==> src/rtl/ram_controller.sv <==
// ram_controller: bus initiator for the 512x32 synchronous RAM.
// Converts single-word or burst read/write requests into Read/Write strobes,
// absorbs the RAM's one-cycle read latency and streams registered read data.
// Build option: define RAM_CTRL_BURST_EN to honour `len` (1..2^LEN_W words);
// without it every transfer moves exactly one word.
module ram_controller #(
  parameter int ADDR_W = 9,
  parameter int DATA_W = 32,
  parameter int LEN_W  = 4
) (
  input  logic              clock,
  input  logic              clear,
  input  logic              start,
  input  logic              rw,
  input  logic [ADDR_W-1:0] addr,
  input  logic [LEN_W-1:0]  len,
  input  logic [DATA_W-1:0] wr_data,
  output logic              wr_ack,
  output logic [DATA_W-1:0] rd_data,
  output logic              rd_valid,
  output logic              busy,
  output logic              done,
  output logic              mem_read,
  output logic              mem_write,
  output logic [ADDR_W-1:0] mem_addr,
  output logic [DATA_W-1:0] mem_din,
  input  logic [DATA_W-1:0] mem_dout
);

  typedef enum logic [1:0] {
    S_IDLE,
    S_RD,
    S_DRAIN,
    S_WR
  } state_t;

  state_t            r_state;
  state_t            w_next;
  logic [ADDR_W-1:0] r_cur_addr;
  logic              r_issued;
  logic              r_rd_valid;
  logic [DATA_W-1:0] r_rd_data;
  logic              r_done;
  logic              w_last;

`ifdef RAM_CTRL_BURST_EN
  logic [LEN_W:0]    r_remaining;

  assign w_last = (r_remaining == (LEN_W+1)'(1));

  // Words left in the burst, loaded with len+1 on acceptance.
  always_ff @(posedge clock or negedge clear) begin
    if (!clear) begin
      r_remaining <= '0;
    end else if (r_state == S_IDLE) begin
      if (start) r_remaining <= {1'b0, len} + (LEN_W+1)'(1);
    end else if (mem_read || mem_write) begin
      r_remaining <= r_remaining - (LEN_W+1)'(1);
    end
  end
`else
  logic w_unused_len;

  assign w_unused_len = ^len;
  assign w_last       = 1'b1;
`endif

  assign wr_ack   = mem_write;
  assign mem_din  = wr_data;
  assign rd_data  = r_rd_data;
  assign rd_valid = r_rd_valid;
  assign done     = r_done;

  // State register.
  always_ff @(posedge clock or negedge clear) begin
    if (!clear) r_state <= S_IDLE;
    else        r_state <= w_next;
  end

  // Next-state and strobe decode.
  always_comb begin
    w_next    = r_state;
    busy      = 1'b1;
    mem_read  = 1'b0;
    mem_write = 1'b0;
    mem_addr  = '0;
    case (r_state)
      S_IDLE: begin
        busy = 1'b0;
        if (start) w_next = rw ? S_WR : S_RD;
      end
      S_RD: begin
        mem_read = 1'b1;
        mem_addr = r_cur_addr;
        if (w_last) w_next = S_DRAIN;
      end
      S_DRAIN: begin
        w_next = S_IDLE;
      end
      S_WR: begin
        mem_write = 1'b1;
        mem_addr  = r_cur_addr;
        if (w_last) w_next = S_IDLE;
      end
      default: begin
        busy   = 1'b0;
        w_next = S_IDLE;
      end
    endcase
  end

  // Current address: latched on acceptance, stepped on every strobe (wraps).
  always_ff @(posedge clock or negedge clear) begin
    if (!clear) begin
      r_cur_addr <= '0;
    end else if (r_state == S_IDLE) begin
      if (start) r_cur_addr <= addr;
    end else if (mem_read || mem_write) begin
      r_cur_addr <= r_cur_addr + ADDR_W'(1);
    end
  end

  // Read capture one edge after each issue edge, plus completion pulse.
  always_ff @(posedge clock or negedge clear) begin
    if (!clear) begin
      r_issued   <= 1'b0;
      r_rd_valid <= 1'b0;
      r_rd_data  <= '0;
      r_done     <= 1'b0;
    end else begin
      r_issued   <= mem_read;
      r_rd_valid <= r_issued;
      if (r_issued) r_rd_data <= mem_dout;
      r_done     <= (r_state == S_DRAIN) || ((r_state == S_WR) && w_last);
    end
  end

endmodule

==> config.mk <==
export PLATFORM = sky130hd
export DESIGN_NAME = ram_controller
export DESIGN_NICKNAME = d
export VERILOG_FILES = /design/src/rtl/ram_controller.sv
export SDC_FILE = /design/constraint.sdc
export NUM_CORES = 1
export LEC_CHECK = 0
export CAP_MARGIN = 0
export CORE_MARGIN = 2
export CORE_UTILIZATION = 35
export DETAILED_ROUTE_END_ITERATION = 10
export GPL_TIMING_DRIVEN = 0
export HOLD_SLACK_MARGIN = 0.06
export PLACE_DENSITY = 0.91
export SLEW_MARGIN = 20
export SYNTH_ARGS = -nofsm -noshare
export SYNTH_HDL_FRONTEND = slang
export SYNTH_SLANG_ARGS = --single-unit
==> constraint.sdc <==
create_clock -name clock -period 1.4 [get_ports clock]
set_input_delay 0.14 -clock clock [delete_from_list [all_inputs] [get_ports clock]]
set_output_delay 0.14 -clock clock [all_outputs]
set_load 0.02 [all_outputs]
==> flow_metrics.tcl, run 1 <==
set metrics [dict create \
    die_h_um 83.8 \
    async_flop_share_pct 100 \
    cts_htree_levels 2 \
    mostFrequentLayoutCells "clkdlybuf4s50_1, dfrtp_1, buf_4, mux2_2, dlymetal6s2s_1" \
    final_nets 406 \
    outcome "finished, violations left" \
    final_hold_viol_count 0 \
    root_buffer "clkbuf_8" \
    grt_pass1_vias 1906 \
    syn_nets 268 \
    route.detailed.drc 0 \
    cp_max_fo 6 \
    vias 1878 \
    combPwrFrac_pct 47.0 \
    end_kind "output port" \
    cp-start-kind "register" \
    hpwl_um 4170 \
    gp_congestion 0.803 \
    start_util_pct 35.7 \
    sequentialPowerShare_pct 36.8 \
    cts.sinks 46 \
    worst_hold_path_type "in -> async" \
    dieArea_sq_um 7020 \
    p_sw_mw 2.07 \
    r2r-start "r_cur_addr[1]$_DFFE_PN0P_" \
    antenna_left 0 \
    clock.fmax_mhz 709 \
    synth_ff_type "dfrtp_1" \
    synth-seq-cells 46 \
    syn_avg_cell_area_sq_um 12.0 \
    area_growth_syn_to_layout_pct 70.3 \
    switching_share_pct 35.3 \
    crit_type "reg -> out" \
    antenna_found_initial 0 \
    clk_pin_slew_ns 0.09 \
    drt_iter0_markers 16 \
    ys_warn_count 0 \
    power.leakage_nw 1.88 \
    period_share_pct 101 \
    peakVddDrop_mv 0.730 \
    violations "setup timing" \
    ios 160 \
    wl_per_cell_um 13.3 \
    p_per_area_nw_per_um2 1540 \
    worstMarginPinSlew_ns 0.422 \
    p_clk_share_pct 16.2 \
    tritoncts "done" \
    fillers 525 \
    max_cap_violations 0 \
    layout_commonest_cell "clkdlybuf4s50_1" \
    fp.coreArea_sq_um 6240 \
    synthCells 186 \
    seq_area_frac_synth_pct 51.6 \
    slew_violations 0 \
    rsz0062_at_grt "true" \
    ys_types 29 \
    die_w_um 83.8 \
    viasPerCell 4.67 \
    worstSkewPairLatency_ns 0.29 \
    setup_tns_ns -0.0103 \
    drt_wl_total_um 5340 \
    grt_max_degree 31 \
    p_int_mw 3.79 \
    layout-drive-gt1-share_pct 32.3 \
    track_usage_pct 15.4 \
    syn_area_sq_um 2230 \
    port_buffers 123 \
    period_minus_slack_ns 1.41 \
    setup_ws_ns -0.0103 \
    num_rows 29 \
    cp-startpoint "r_state[0]$_DFFE_PN0P_" \
    n_antenna_cell 0 \
    grt_pass1_wl_um 8920 \
    cp.arrival_ns 1.27 \
    finalClockSkew_ns 0.00722 \
    setup_violations 1 \
    overflow 0 \
    max_slew_margin_pct 71.9 \
    cts_buffers 5 \
    total_power_mw 5.86 \
    synth_edf_count 0 \
    first_pass_iters 4 \
    clk_path_buf_depth 2 \
    worstPathRequired_ns 1.26 \
]
-- cell usage after synthesis, drive strengths merged (3+ instances only) --
master | n | area (sq um)
a31oi | 4 | 25.0
and2 | 8 | 51.3
nand3 | 4 | 25.0
nand2 | 7 | 26.3
a211oi | 6 | 55.1
mux2i | 5 | 50.1
inv | 4 | 15.0
dfrtp | 46 | 1150
and3b | 4 | 35.0
mux2 | 32 | 360
o21ai | 3 | 15.0
nor2 | 7 | 26.3
buf | 38 | 273
clkbuf | 4 | 15.0
-- layout make-up --
| type | instances | area (sq um) | share of cell area, % |
|---|---|---|---|
| plain buffers | 41 | 314 | 8.27 |
| flip-flops and latches | 46 | 1150 | 30.3 |
| multi-input cells | 94 | 791 | 20.8 |
| repair buffers | 132 | 1320 | 34.8 |
| inverters | 4 | 15.0 | 0.395 |
| clock inverters | 3 | 40.0 | 1.05 |
| clock buffers | 5 | 68.8 | 1.81 |
| well taps | 77 | 96.3 | 2.54 |
-- logic make-up (layout without fill, tap and decap cells) --
kind of cell | Yosys count | count (layout) | share of synthesized area, %
buffers and inverters | 46 | 185 | 13.6
xor gates and xnor gates | 2 | 2 | 0.786
DFF | 46 | 46 | 51.6
and+or+nand+nor | 37 | 37 | 9.32
muxes | 37 | 37 | 18.4
AOI/OAI and AO/OA | 17 | 17 | 5.72
adders and majority gates | 1 | 1 | 0.561
-- power groups by stage --
stage	Combinational (mW)	Sequential, mW	Clock [mW]
global route	2.94	2.25	1.04
CTS	2.76	2.17	0.994
finish	2.75	2.16	0.948
floorplan	0.996	2.65	0
global placement	2.76	2.17	0
detailed placement	2.81	2.21	0
-- sequential cells by signal (all words and copies together), names as in the netlist --
| register | count |
|---|---|
| r_issued | 1 |
| r_cur_addr | 9 |
| done | 1 |
| rd_data | 32 |
| r_state | 2 |
| rd_valid | 1 |
-- worst paths after layout --
path                       depth (start not counted)                   endpoint  slack, ns
max in group asynchronous                          3    rd_data[24]$_DFFE_PN0P_       0.59
max                                                3                       busy      -0.01
max reg2reg                                        4  r_cur_addr[6]$_DFFE_PN0P_       0.08
min reg2reg                                        0         rd_valid$_DFF_PN0_       0.38
min in group clock                                 0         rd_valid$_DFF_PN0_       0.38
min                                                2     rd_data[1]$_DFFE_PN0P_       0.32
-- metal layers --
metal,part of all wire [%],global-route usage (%),vias up,routed length (um)
met5,0,0,-,0
met1,40,19.6,885,2160
met3,8.6,4.25,9,458
li1,-,-,885,-
met2,50,25.4,99,2660
met4,1.4,4.84,0,73
-- worst max-delay path, stage by stage, from the launching register on --
cell     delay (ns)
dfrtp_2        0.47
buf_8          0.15
or2_4          0.23
buf_6          0.13
-- through the flow --
step           instances  hold slack (ns)  util, %  worst slack (ns)  cell area [sq um]
2_1_floorplan        186           -0.156        -             0.191               2230
4_1_cts              401            0.326     59.2           -0.0212               3700
6_report             402            0.315     60.8           -0.0103               3800
5_1_grt              402            0.349     60.8           -0.0581               3800
3_3_place_gp         386            0.354     57.0             -1.08               3560
3_5_place_dp         387            0.104     57.2            -0.330               3570
-- what timing repair did --
action,CTS,global route
setup endpoints to repair,25,62
hold endpoints to repair,16,0
gates resized for setup,80,41
pin swaps,1,0
buffers inserted,4,2
gates cloned,1,0
hold buffers,1,0
Note: power is estimated with default switching activity, not from simulation.
==> run 2: changes to the inputs <==
--- a/config.mk
+++ b/config.mk
@@ -6,7 +6,7 @@
 export NUM_CORES = 1
 export LEC_CHECK = 0
 export CAP_MARGIN = 0
-export CORE_MARGIN = 2
+export CORE_MARGIN = 10
 export CORE_UTILIZATION = 35
 export DETAILED_ROUTE_END_ITERATION = 10
 export GPL_TIMING_DRIVEN = 0
==> run 2 against run 1 <==
The run now ends clean. Critical path depth is 1 higher. Clock power is 20% lower. Sequential share of layout area is 0.79 points higher. Power is 4.0% lower. Worst setup slack better by 0.011 ns. Sequential power hardly changed. Wire length is 26% higher. Utilization is 1.9 points lower. Global-route usage is 2.5 points lower. Hold slack better by 0.018 ns.
==> flow_metrics.tcl, run 2 (synthesis gave the netlist of run 1 again) <==
set metrics [dict create \
    crit_type "reg -> out" \
    wl_per_cell_um 16.8 \
    ios 160 \
    tritoncts "done" \
    worstSkewPairLatency_ns 0.29 \
    drt_wl_total_um 6760 \
    period_share_pct 100 \
    antenna_found_initial 0 \
    fp.coreArea_sq_um 6280 \
    whs_ns 0.333 \
    num_rows 29 \
    grt_max_degree 29 \
    outcome "completed" \
    cts.sinks 46 \
    final_hold_viol_count 0 \
    grt_pass1_wl_um 10500 \
    route.detailed.drc 0 \
    cp.arrival_ns 1.26 \
    die_w_um 99.8 \
    finalClockSkew_ns 0.00243 \
    worst_hold_path_type "in -> async" \
    layout-drive-gt1-share_pct 31.7 \
    worstPathRequired_ns 1.26 \
    power.leakage_nw 1.75 \
    cp_slowest_cell "dfrtp_2" \
    gp_congestion 0.870 \
    area_growth_syn_to_layout_pct 66.0 \
    root_buffer "clkbuf_8" \
    rsz0062_at_grt "true" \
    final_nets 407 \
    cts_buffers 5 \
    port_buffers 123 \
    clk_path_buf_depth 2 \
    first_pass_iters 4 \
    hpwl_um 5540 \
    critPathMaxStageDelay_ns 0.46 \
    r2r-end "r_cur_addr[6]$_DFFE_PN0P_" \
    vias 1883 \
    p_per_area_nw_per_um2 1520 \
    cp-start-kind "register" \
    clk_pin_slew_ns 0.08 \
    dp.cells 387 \
    viasPerCell 4.68 \
    drt_iter0_markers 52 \
    dpl_cell_area_sq_um 3570 \
    cts_htree_levels 2 \
    r2r_cells 4 \
    clock.fmax_mhz 714 \
    peakVddDrop_mv 0.834 \
    antenna_left 0 \
    cp_max_fo 10 \
    setup_violations 0 \
    dieArea_sq_um 9960 \
    largest_reg_flops 32 \
    final_cells 402 \
    cp_cell_sequence "buf_8, and2_4, buf_6, buf_6" \
    r2r_setup_slack_ns 0.10 \
    overflow 0 \
    fillers 541 \
    end_kind "output port" \
    period_minus_slack_ns 1.40 \
    max_cap_violations 0 \
    grt_pass1_vias 2045 \
    max_slew_margin_pct 68.6 \
    track_usage_pct 12.8 \
    n_antenna_cell 0 \
    r2r-start "r_cur_addr[1]$_DFFE_PN0P_" \
    dp_slack_ns -0.354 \
    path_common_cell "buf_6" \
    setup_ws_ns 0.000266 \
    slew_violations 0 \
    design_area_sq_um 3700 \
    layout_commonest_cell "clkdlybuf4s50_1" \
    mostFrequentLayoutCells "clkdlybuf4s50_1, dfrtp_1, buf_4, dlygate4sd2_1, mux2_2" \
    start_util_pct 35.5 \
    worstMarginPinSlew_ns 0.472 \
    die_h_um 99.8 \
]
## run 2: how the worst max path moves through the flow
stage                              startpoint                         to  slack [ns]  depth (start not counted)
CTS                    r_state[0]$_DFFE_PN0P_                   mem_read       -0.03                          3
floorplan           r_cur_addr[0]$_DFFE_PN0P_  r_cur_addr[6]$_DFFE_PN0P_        0.19                          4
global route           r_state[0]$_DFFE_PN0P_                     wr_ack       -0.04                          4
global placement                        clear    rd_data[24]$_DFFE_PN0P_       -1.13                          1
finish                 r_state[0]$_DFFE_PN0P_                     wr_ack      0.0003                          4
detailed placement     r_state[0]$_DFFE_PN0P_                     wr_ack       -0.35                          4
## run 2: power breakdown
group,total [mW],switching [mW],internal [mW]
sequential,2.17,0.334,1.84
clock,0.761,0.426,0.336
combinational,2.69,1.36,1.33
total,5.63,2.12,3.50
## run 2: final cells by class
type / instances / area, sq um / share of cell area [%]
inverters: 4 / 15.0 / 0.406
clock inverters: 2 / 10.0 / 0.270
repair buffers: 132 / 1250 / 33.8
well taps: 77 / 96.3 / 2.60
clock buffers: 5 / 68.8 / 1.86
flip-flops and latches: 46 / 1150 / 31.1
multi-input cells: 94 / 788 / 21.3
plain buffers: 42 / 319 / 8.62
## run 2: what timing repair did
action	4_1_cts	5_1_grt
endpoints found under the setup margin	37	22
hold endpoints to repair	18	0
resized for setup	90	19
buffers inserted	4	3
hold buffers	1	0
pin swaps	1	0
## run 2: through the flow
step           util (%)  total power [mW]  TNS, ns
2_1_floorplan         -              3.65        0
3_5_place_dp       56.9              5.09    -3.44
3_3_place_gp       56.7              4.99   -54.93
6_report           59.0              5.63        0
5_1_grt            59.0              5.99  -0.0820
4_1_cts            58.2              5.67  -0.0968
## run 2: layer usage
metal,GRT usage (%),vias up,routed length (um)
li1,-,879,-
met1,14.2,884,2620
met2,21.3,114,3220
met3,6.80,6,873
met4,2.98,0,48
met5,0,-,0
## run 2: worst max-delay path, delay by kind of cell, from the launching register on
kind / cells / cell delay [ns]
simple gates: 1 / 0.14
flops: 1 / 0.46
buf+inv: 3 / 0.38
==> run 3: changes to the inputs <==
--- a/config.mk
+++ b/config.mk
@@ -7,11 +7,12 @@
 export LEC_CHECK = 0
 export CAP_MARGIN = 0
 export CORE_MARGIN = 10
-export CORE_UTILIZATION = 35
+export CORE_UTILIZATION = 36
+export CTS_BUF_LIST = sky130_fd_sc_hd__clkbuf_4
 export DETAILED_ROUTE_END_ITERATION = 10
 export GPL_TIMING_DRIVEN = 0
 export HOLD_SLACK_MARGIN = 0.06
-export PLACE_DENSITY = 0.91
+export PLACE_DENSITY = 0.83
 export SLEW_MARGIN = 20
 export SYNTH_ARGS = -nofsm -noshare
 export SYNTH_HDL_FRONTEND = slang
==> run 3 against run 2 <==
Critical path type unchanged. Combinational power up 1%. Clock power decreased by 18%. Largest cell class unchanged. Sequential power hardly changed. Global-route usage increased by 0.99 points. The run now ends with setup timing left.
==> flow_metrics.tcl, run 3 (synthesis gave the netlist of run 1 again) <==
set metrics [dict create \
    outcome "finished, violations left" \
    violations "setup timing" \
    drt_iter0_markers 46 \
    grt_pass1_vias 2112 \
    end_kind "output port" \
    ios 160 \
    final_hold_viol_count 0 \
    dieArea_sq_um 9740 \
    peakVddDrop_mv 0.814 \
    root_buffer "clkbuf_4" \
    cts.sinks 46 \
    tritoncts "done" \
    period_minus_slack_ns 1.48 \
    sequentialPowerShare_pct 39.5 \
    port_buffers 123 \
    hpwl_um 5540 \
    cp_slowest_cell "dfrtp_2" \
    p_int_mw 3.42 \
    slew_violations 0 \
    wl_per_cell_um 17.3 \
    layout_commonest_cell "clkdlybuf4s50_1" \
    p_sw_mw 2.14 \
    finalClockSkew_ns 0.0141 \
    die_w_um 98.7 \
    crit_type "reg -> out" \
    total_power_mw 5.55 \
    overflow 0 \
    start_util_pct 37.4 \
    final_nets 406 \
    track_usage_pct 13.8 \
    clock.fmax_mhz 678 \
    die_h_um 98.7 \
    max_slew_margin_pct 66.2 \
    critPathMaxStageDelay_ns 0.47 \
    clk_pin_slew_ns 0.13 \
    mostFrequentLayoutCells "clkdlybuf4s50_1, dfrtp_1, buf_4, dlygate4sd2_1, mux2_2" \
    cp_cell_sequence "buf_8, and2_4, buf_6, buf_6" \
    route.detailed.drc 0 \
    clk_path_buf_depth 2 \
    r2r-start "r_state[1]$_DFFE_PN0P_" \
    viasPerCell 4.76 \
    grt.busiest_layer "met2" \
    grt_use_met3_pct 7.40 \
    cp-start-kind "register" \
    drt_wl_total_um 6920 \
    n_antenna_cell 0 \
    switching_share_pct 38.5 \
    worstPathRequired_ns 1.26 \
    worstSkewPairLatency_ns 0.35 \
    fp.coreArea_sq_um 5960 \
    final_cells 399 \
    max_cap_violations 0 \
    num_rows 28 \
    p_clk_share_pct 11.3 \
    area_growth_syn_to_layout_pct 68.1 \
    combPwrFrac_pct 49.2 \
    worstMarginPinSlew_ns 0.508 \
    fillers 508 \
    gp_congestion 0.829 \
    design_area_sq_um 3750 \
    rsz0062_at_grt "true" \
    first_pass_iters 4 \
    worst_hold_path_type "in -> async" \
    largest_reg_flops 32 \
    crit_buf_inv 3 \
    antenna_left 0 \
    path_common_cell "buf_6" \
    dpl_cell_area_sq_um 3570 \
    utilization_pct 62.9 \
    dp.cells 385 \
    grt_pass1_wl_um 11000 \
    vias 1901 \
    p_per_area_nw_per_um2 1480 \
    grt_max_degree 27 \
    power.leakage_nw 1.69 \
    cp.arrival_ns 1.34 \
    layout-drive-gt1-share_pct 34.6 \
    antenna_found_initial 0 \
    cts_buffers 5 \
    cts_htree_levels 2 \
    period_share_pct 105 \
    cp_max_fo 8 \
    setup_violations 5 \
    grt.met2_usage_pct 24.1 \
    path_delay_family "flip-flops" \
    cp-startpoint "r_state[0]$_DFFE_PN0P_" \
    grt_util_met1_pct 14.4 \
    setup_ws_ns -0.0753 \
]
## run 3: cell types whose count changed in the layout (fill, tap and decap cells not counted), sizes merged
cell,delta
buf,-2
dlymetal6s2s,-9
dlygate4sd2,+10
clkbuf,+3
clkdlybuf4s50,-1
clkinv,-2
## run 3: area by class of cell
| cell class | instances | area (sq um) | area share, % |
|---|---|---|---|
| repair buffers | 131 | 1270 | 33.8 |
| plain buffers | 42 | 327 | 8.71 |
| inverters | 4 | 22.5 | 0.601 |
| clock buffers | 7 | 52.6 | 1.40 |
| flip-flops and latches | 46 | 1150 | 30.8 |
| multi-input cells | 94 | 830 | 22.1 |
| well taps | 75 | 93.8 | 2.50 |
## run 3: routing by layer
metal	part of all wire [%]	vias up
met5	0	-
met4	0.36	0
met3	12	4
met2	52	108
met1	36	912
li1	-	877
## run 3: worst paths after layout
path | depth (start not counted) | slack (ns) | end
setup / recovery | 4 | -0.08 | wr_ack
hold / removal | 2 | 0.28 | r_cur_addr[1]$_DFFE_PN0P_
setup reg to reg | 4 | 0.07 | r_cur_addr[7]$_DFFE_PN0P_
hold reg to reg | 0 | 0.40 | rd_valid$_DFF_PN0_
max in group asynchronous | 3 | 0.61 | rd_data[23]$_DFFE_PN0P_
min in group clock | 3 | 0.33 | r_cur_addr[0]$_DFFE_PN0P_
## run 3: worst register-to-register path: stages, from the launching register on
cell	delay [ns]
dfrtp_1	0.42
buf_4	0.15
nand2b_1	0.26
a211oi_1	0.33
a211oi_2	0.07
## run 3: metrics by stage
step	hold WS (ns)	TNS, ns	setup slack [ns]
CTS	0.289	-0.244	-0.100
finish	0.276	-0.210	-0.0753
global placement	0.365	-56.10	-1.14
detailed placement	0.143	-3.97	-0.372
global route	0.310	-0.629	-0.128
floorplan	-0.156	0	0.191
## run 3: power by group through the flow
stage / clock [mW] / combinational, mW / sequential (mW)
6_report: 0.626 / 2.73 / 2.19
3_3_place_gp: 0 / 2.82 / 2.17
3_5_place_dp: 0 / 2.88 / 2.22
5_1_grt: 0.706 / 2.94 / 2.29
4_1_cts: 0.655 / 2.70 / 2.17
2_1_floorplan: 0 / 0.996 / 2.65
## run 3: timing repair
| item | CTS | global route |
|---|---|---|
| endpoints found under the hold margin | 20 | 0 |
| pin swaps | 1 | 2 |
| setup endpoints to repair | 47 | 45 |
| hold buffers | 1 | 0 |
| buffers inserted | 3 | 3 |
| resized for setup | 126 | 23 |
